`src/rtl/keypad_scan.sv`:
```
// 4x4 active-low matrix keypad scanner with frame debounce and valid/ack output.
// Define KEYPAD_ASCII_EN to register a lowercase ASCII copy of each accepted key.
module keypad_scan #(
  parameter int SCAN_DIV       = 100000,
  parameter int DEBOUNCE_SCANS = 10
) (
  input  logic       clk,
  input  logic       reset,
  input  logic [3:0] row,
  output logic [3:0] col,
  output logic [3:0] key,
  output logic       key_valid,
  input  logic       key_ack,
  output logic       key_down,
  output logic       overrun,
  output logic [7:0] key_ascii
);

  localparam int DW = $clog2(SCAN_DIV);
  localparam int SW = $clog2(DEBOUNCE_SCANS + 1);
  localparam logic [DW-1:0] DIV_LAST = DW'(SCAN_DIV - 1);
  localparam logic [SW-1:0] DEB_MAX  = SW'(DEBOUNCE_SCANS);

  typedef enum logic {IDLE, PRESSED} state_t;

  state_t        r_state;
  state_t        w_state_nxt;
  logic [3:0]    r_meta;
  logic [3:0]    r_sync;
  logic [DW-1:0] r_div;
  logic [1:0]    r_idx;
  logic [3:0]    r_col;
  logic          r_cand_hit;
  logic [3:0]    r_cand_code;
  logic          r_prev_hit;
  logic [3:0]    r_prev_code;
  logic [SW-1:0] r_stable;
  logic [3:0]    r_key;
  logic          r_valid;
  logic          r_ovr;

  logic          w_tc;
  logic          w_frame_end;
  logic          w_row_hit;
  logic [3:0]    w_code;
  logic          w_frame_hit;
  logic [3:0]    w_frame_code;
  logic          w_same;
  logic [SW-1:0] w_stable_nxt;
  logic          w_settled;
  logic          w_accept;
  logic [1:0]    w_idx_nxt;

  function automatic logic [1:0] first_low(input logic [3:0] r);
    if (!r[0])      return 2'd0;
    else if (!r[1]) return 2'd1;
    else if (!r[2]) return 2'd2;
    else            return 2'd3;
  endfunction

  function automatic logic [3:0] keymap(input logic [1:0] c,
                                        input logic [1:0] r);
    logic [3:0] v;
    case ({c, r})
      4'h0:    v = 4'h1;
      4'h1:    v = 4'h4;
      4'h2:    v = 4'h7;
      4'h3:    v = 4'h0;
      4'h4:    v = 4'h2;
      4'h5:    v = 4'h5;
      4'h6:    v = 4'h8;
      4'h7:    v = 4'hF;
      4'h8:    v = 4'h3;
      4'h9:    v = 4'h6;
      4'hA:    v = 4'h9;
      4'hB:    v = 4'hE;
      4'hC:    v = 4'hA;
      4'hD:    v = 4'hB;
      4'hE:    v = 4'hC;
      default: v = 4'hD;
    endcase
    return v;
  endfunction

  assign w_tc        = (r_div == DIV_LAST);
  assign w_frame_end = w_tc && (r_idx == 2'd3);
  assign w_idx_nxt   = r_idx + 2'd1;
  assign w_row_hit   = ~&r_sync;
  assign w_code      = keymap(r_idx, first_low(r_sync));

  // Earlier columns win, so a later hit never overrides the candidate
  assign w_frame_hit  = r_cand_hit || w_row_hit;
  assign w_frame_code = r_cand_hit ? r_cand_code : w_code;

  assign w_same = (w_frame_hit == r_prev_hit) &&
                  (!w_frame_hit || (w_frame_code == r_prev_code));
  assign w_stable_nxt = !w_same              ? SW'(1)  :
                        (r_stable == DEB_MAX) ? DEB_MAX :
                        r_stable + SW'(1);
  assign w_settled = (w_stable_nxt == DEB_MAX);

  always_comb begin
    w_state_nxt = r_state;
    w_accept    = 1'b0;
    unique case (r_state)
      IDLE: begin
        if (w_frame_end && w_settled && w_frame_hit) begin
          w_accept    = 1'b1;
          w_state_nxt = PRESSED;
        end
      end
      PRESSED: begin
        if (w_frame_end && w_settled && !w_frame_hit)
          w_state_nxt = IDLE;
      end
      default: w_state_nxt = IDLE;
    endcase
  end

  always_ff @(posedge clk) begin
    if (reset) r_state <= IDLE;
    else       r_state <= w_state_nxt;
  end

  always_ff @(posedge clk) begin
    if (reset) begin
      r_meta      <= 4'hF;
      r_sync      <= 4'hF;
      r_div       <= '0;
      r_idx       <= 2'd0;
      r_col       <= 4'b1110;
      r_cand_hit  <= 1'b0;
      r_cand_code <= 4'h0;
      r_prev_hit  <= 1'b0;
      r_prev_code <= 4'h0;
      r_stable    <= '0;
    end else begin
      r_meta <= row;
      r_sync <= r_meta;
      if (w_tc) begin
        r_div <= '0;
        r_idx <= w_idx_nxt;
        r_col <= ~(4'b0001 << w_idx_nxt);
        if (w_frame_end) begin
          r_cand_hit  <= 1'b0;
          r_prev_hit  <= w_frame_hit;
          r_prev_code <= w_frame_code;
          r_stable    <= w_stable_nxt;
        end else if (!r_cand_hit && w_row_hit) begin
          r_cand_hit  <= 1'b1;
          r_cand_code <= w_code;
        end
      end else begin
        r_div <= r_div + DW'(1);
      end
    end
  end

  // An accept beats a coincident ack; overrun clears only via ack
  always_ff @(posedge clk) begin
    if (reset) begin
      r_key   <= 4'h0;
      r_valid <= 1'b0;
      r_ovr   <= 1'b0;
    end else if (w_accept) begin
      r_key   <= w_frame_code;
      r_valid <= 1'b1;
      r_ovr   <= r_valid && !key_ack;
    end else if (key_ack) begin
      r_valid <= 1'b0;
      r_ovr   <= 1'b0;
    end
  end

`ifdef KEYPAD_ASCII_EN
  logic [7:0] r_ascii;
  always_ff @(posedge clk) begin
    if (reset) begin
      r_ascii <= 8'h20;
    end else if (w_accept) begin
      if (w_frame_code < 4'hA) r_ascii <= 8'h30 + {4'h0, w_frame_code};
      else                     r_ascii <= 8'h57 + {4'h0, w_frame_code};
    end
  end
  assign key_ascii = r_ascii;
`else
  assign key_ascii = 8'h00;
`endif

  assign col       = r_col;
  assign key       = r_key;
  assign key_valid = r_valid;
  assign key_down  = (r_state == PRESSED);
  assign overrun   = r_ovr;

endmodule
```
`config.mk`:
```
export PLATFORM = sky130hd
export DESIGN_NAME = keypad_scan
export DESIGN_NICKNAME = d
export VERILOG_FILES = /design/src/rtl/keypad_scan.sv
export SDC_FILE = /design/constraint.sdc
export NUM_CORES = 1
export LEC_CHECK = 0
export CAP_MARGIN = 20
export CORE_UTILIZATION = 53
export CTS_BUF_LIST = sky130_fd_sc_hd__clkbuf_4 sky130_fd_sc_hd__clkbuf_8
export DETAILED_ROUTE_END_ITERATION = 16
export HOLD_SLACK_MARGIN = 0.05
export PLACE_DENSITY = 0.86
export SLEW_MARGIN = 25
export SYNTH_ARGS = -nofsm -noshare
export SYNTH_HDL_FRONTEND = slang
export SYNTH_SLANG_ARGS = --single-unit
```
`constraint.sdc`:
```
create_clock -name clk -period 2.6 [get_ports clk]
set_input_delay 0.39 -clock clk [delete_from_list [all_inputs] [get_ports clk]]
set_output_delay 0.39 -clock clk [all_outputs]
set_load 0.02 [all_outputs]
```
==> impl_metrics.json <==
{
  "r2r_end": "r_stable[3]",
  "clock-sinks": 52,
  "fin_nets": 320,
  "drive_gt1_share_pct": 16.7,
  "design.die.area_um2": 5000,
  "muxShareOfSynthArea_pct": 5.16,
  "met2_usage_pct": 33.4,
  "powerDensity_nw_per_um2": 485,
  "peakVddDrop_uv": 436,
  "synth-simple-area-share_pct": 25.3,
  "hold_violations": 0,
  "synthAdderAreaFrac_pct": 4.90,
  "postLayoutCellArea_um2": 2880,
  "route.detailed.drc": 6,
  "grt_use_met3_pct": 5.13,
  "core-area_um2": 4440,
  "numCtsBuffers": 5,
  "pin_count": 26,
  "rrSetupSlack_ps": 40,
  "r2r_cells": 10,
  "grt_pass1_wl_mm": 7.73,
  "synth_compound_area_share_pct": 9.81,
  "htree_levels": 2,
  "setup_viol": 0,
  "firstDrtPassIters": 10,
  "place_area_um2": 2750,
  "netlist_instances": 279,
  "grtUsageTotal_pct": 19.7,
  "final_cell_mix": "50 x dfxtp_1, 44 x nor2_1, 17 x clkdlybuf4s50_1, 14 x nand2_1, 14 x buf_4",
  "slew_violations": 0,
  "ant_nets": 0,
  "drv_cap": 0,
  "routed_wl_mm": 4.62,
  "synth.distinct_cells": 49,
  "viasPerCell": 5.33,
  "wl_per_cell_um": 12.9,
  "critical_path.startpoint": "r_sync[0]",
  "worstHoldEndpoint": "r_sync[0]",
  "grt.busiest_layer": "met2",
  "vias": 1903,
  "synthXorXnorAreaFrac_pct": 7.01,
  "gp_congestion": 0.906,
  "final_common_cell": "dfxtp_1",
  "dr.first_iter.drc_count": 136,
  "rows": 24,
  "status": "finished, violations left",
  "clock_latency_ps": 310,
  "cts_tree": "done",
  "skew_ps": 7.69,
  "cts_root_buf": "clkbuf_8",
  "fp.dieW_um": 70.7,
  "violations": "DRC",
  "min_path_cells": 1,
  "fin_util_pct": 64.9,
  "num_antenna_cells": 0,
  "clk_path_buf_depth": 2,
  "synth_area_um2": 2500,
  "synth_edf_count": 0,
  "grt_antenna_before_repair": 0,
  "initial_core_util_pct": 56.3,
  "p_leak_nw": 1.09,
  "clk_pin_slew_ps": 90,
  "period_share_pct": 98.5,
  "grt_max_degree": 20,
  "hold_path.class": "flop to flop",
  "final.fill_count": 344,
  "synth_area_per_cell_um2": 8.96,
  "seq_area_frac_synth_pct": 41.6,
  "reg2reg_from": "r_sync[0]",
  "start_kind": "flop",
  "min_from": "r_meta[0]",
  "portBuffers": 17,
  "async_flop_share_pct": 0,
  "hold_slack_ps": 416,
  "overflow": 0,
  "crit_type": "flop to flop",
  "crit_required_ps": 2830,
  "area_delta_synth_final_pct": 15.3,
  "yosysWarnings": 0,
  "finalWorstPathRequiredPeriod_ps": 2560,
  "synth_top_family_by_area": "simple AND/OR/NAND/NOR gates",
  "max_freq_mhz": 390,
  "ys_ff_latch": 52,
  "hpwl_mm": 3.27,
  "critical_path.max_fanout": 6,
  "grt_util_met1_pct": 23.4,
  "ys.flop_type": "dfxtp_1",
  "die_h_um": 70.7,
  "grt_pass1_vias": 1789,
  "crit_path_end_kind": "flop",
  "arrival_ps": 2790
}
[metrics by stage]
stage / setup TNS, ps / std cells / setup slack (ps) / total power [mW]
6_report: 0 / 357 / 38.7 / 1.40
5_1_grt: -91.0 / 357 / -48.6 / 1.45
4_1_cts: 0 / 356 / 51.9 / 1.40
3_5_place_dp: 0 / 348 / 61.9 / 0.926
3_3_place_gp: 0 / 348 / 120 / 0.922
2_1_floorplan: 0 / 286 / 142 / 0.905
[timing repair]
item,in CTS,in global routing
gates resized for setup,0,6
setup buffers,0,1
hold buffers,0,0
setup endpoints to repair,0,9
[area by class of cell]
type / instances / area [um2] / area share (%)
multi-input combinational: 204 / 1360 / 47.3
sequential: 52 / 1040 / 36.2
timing repair buffer: 31 / 275 / 9.55
clock buffer: 7 / 90.1 / 3.13
tap: 52 / 65.1 / 2.26
inverter: 10 / 37.5 / 1.30
clock inverter: 1 / 7.51 / 0.260
[Yosys cell counts (all sizes together) (6+ instances only)]
master,count,area share (%)
a21oi,11,2.2
buf,11,3.2
clkbuf,9,1.4
dfxtp,52,42
ha,9,4.5
inv,10,1.5
mux2i,6,2.9
nand2,15,2.3
nand2b,8,2.0
nand3,10,2.0
nand4,7,1.8
nor2,45,6.9
o21ai,8,1.6
or2,9,2.3
xnor2,8,2.8
xor2,12,4.2
[how the worst max path moves through the flow]
stage / to / slack [ps] / depth (start not counted)
floorplan: key[1] / 140 / 9
global placement: r_stable[3] / 120 / 10
detailed placement: r_stable[3] / 60 / 10
CTS: r_stable[3] / 50 / 10
global route: r_stable[3] / -50 / 10
finish: r_stable[3] / 40 / 10
[sequential cells by signal, indices dropped and copies added (netlist names), named ones only]
register,cells
overrun,1
key,4
key_valid,1
r_div,17
r_prev_hit,1
r_cand_code,4
r_cand_hit,1
r_stable,4
r_sync,4
r_prev_code,4
r_meta,4
col,4
r_idx,2
[report_power, final]
| group | internal (mW) | switching [mW] |
|---|---|---|
| sequential | 0.806 | 0.00685 |
| clock | 0.227 | 0.256 |
| combinational | 0.0431 | 0.0592 |
[kinds of logic (layout without fill, tap and decap cells)]
kind of cell | Yosys count | after routing
multiplexers | 10 | 10
AND/OR/NAND/NOR | 121 | 121
buffers and inverters | 30 | 49
AO/OA/AOI/OAI | 35 | 35
XOR/XNOR | 20 | 20
flip-flops | 52 | 52
other | 1 | 8
adder cells (fa/ha/maj) | 10 | 10
[worst max-delay path: stages (launching register included)]
cell,delay (ps)
dfxtp_2,380
nand2_1,90
inv_1,150
ha_4,220
mux4_2,490
mux2i_4,220
xnor2_2,110
nor4_4,320
buf_4,180
nor2_2,60
o41ai_2,260
[metal layers]
metal  share of wire, %  wire [um]  vias up
met4                1.3         61        0
met2                 50       2300       30
met5                  0          0        -
met3                3.4        156        7
li1                   -          -      974
met1                 45       2100      892
(Power assumes the default switching activity.)
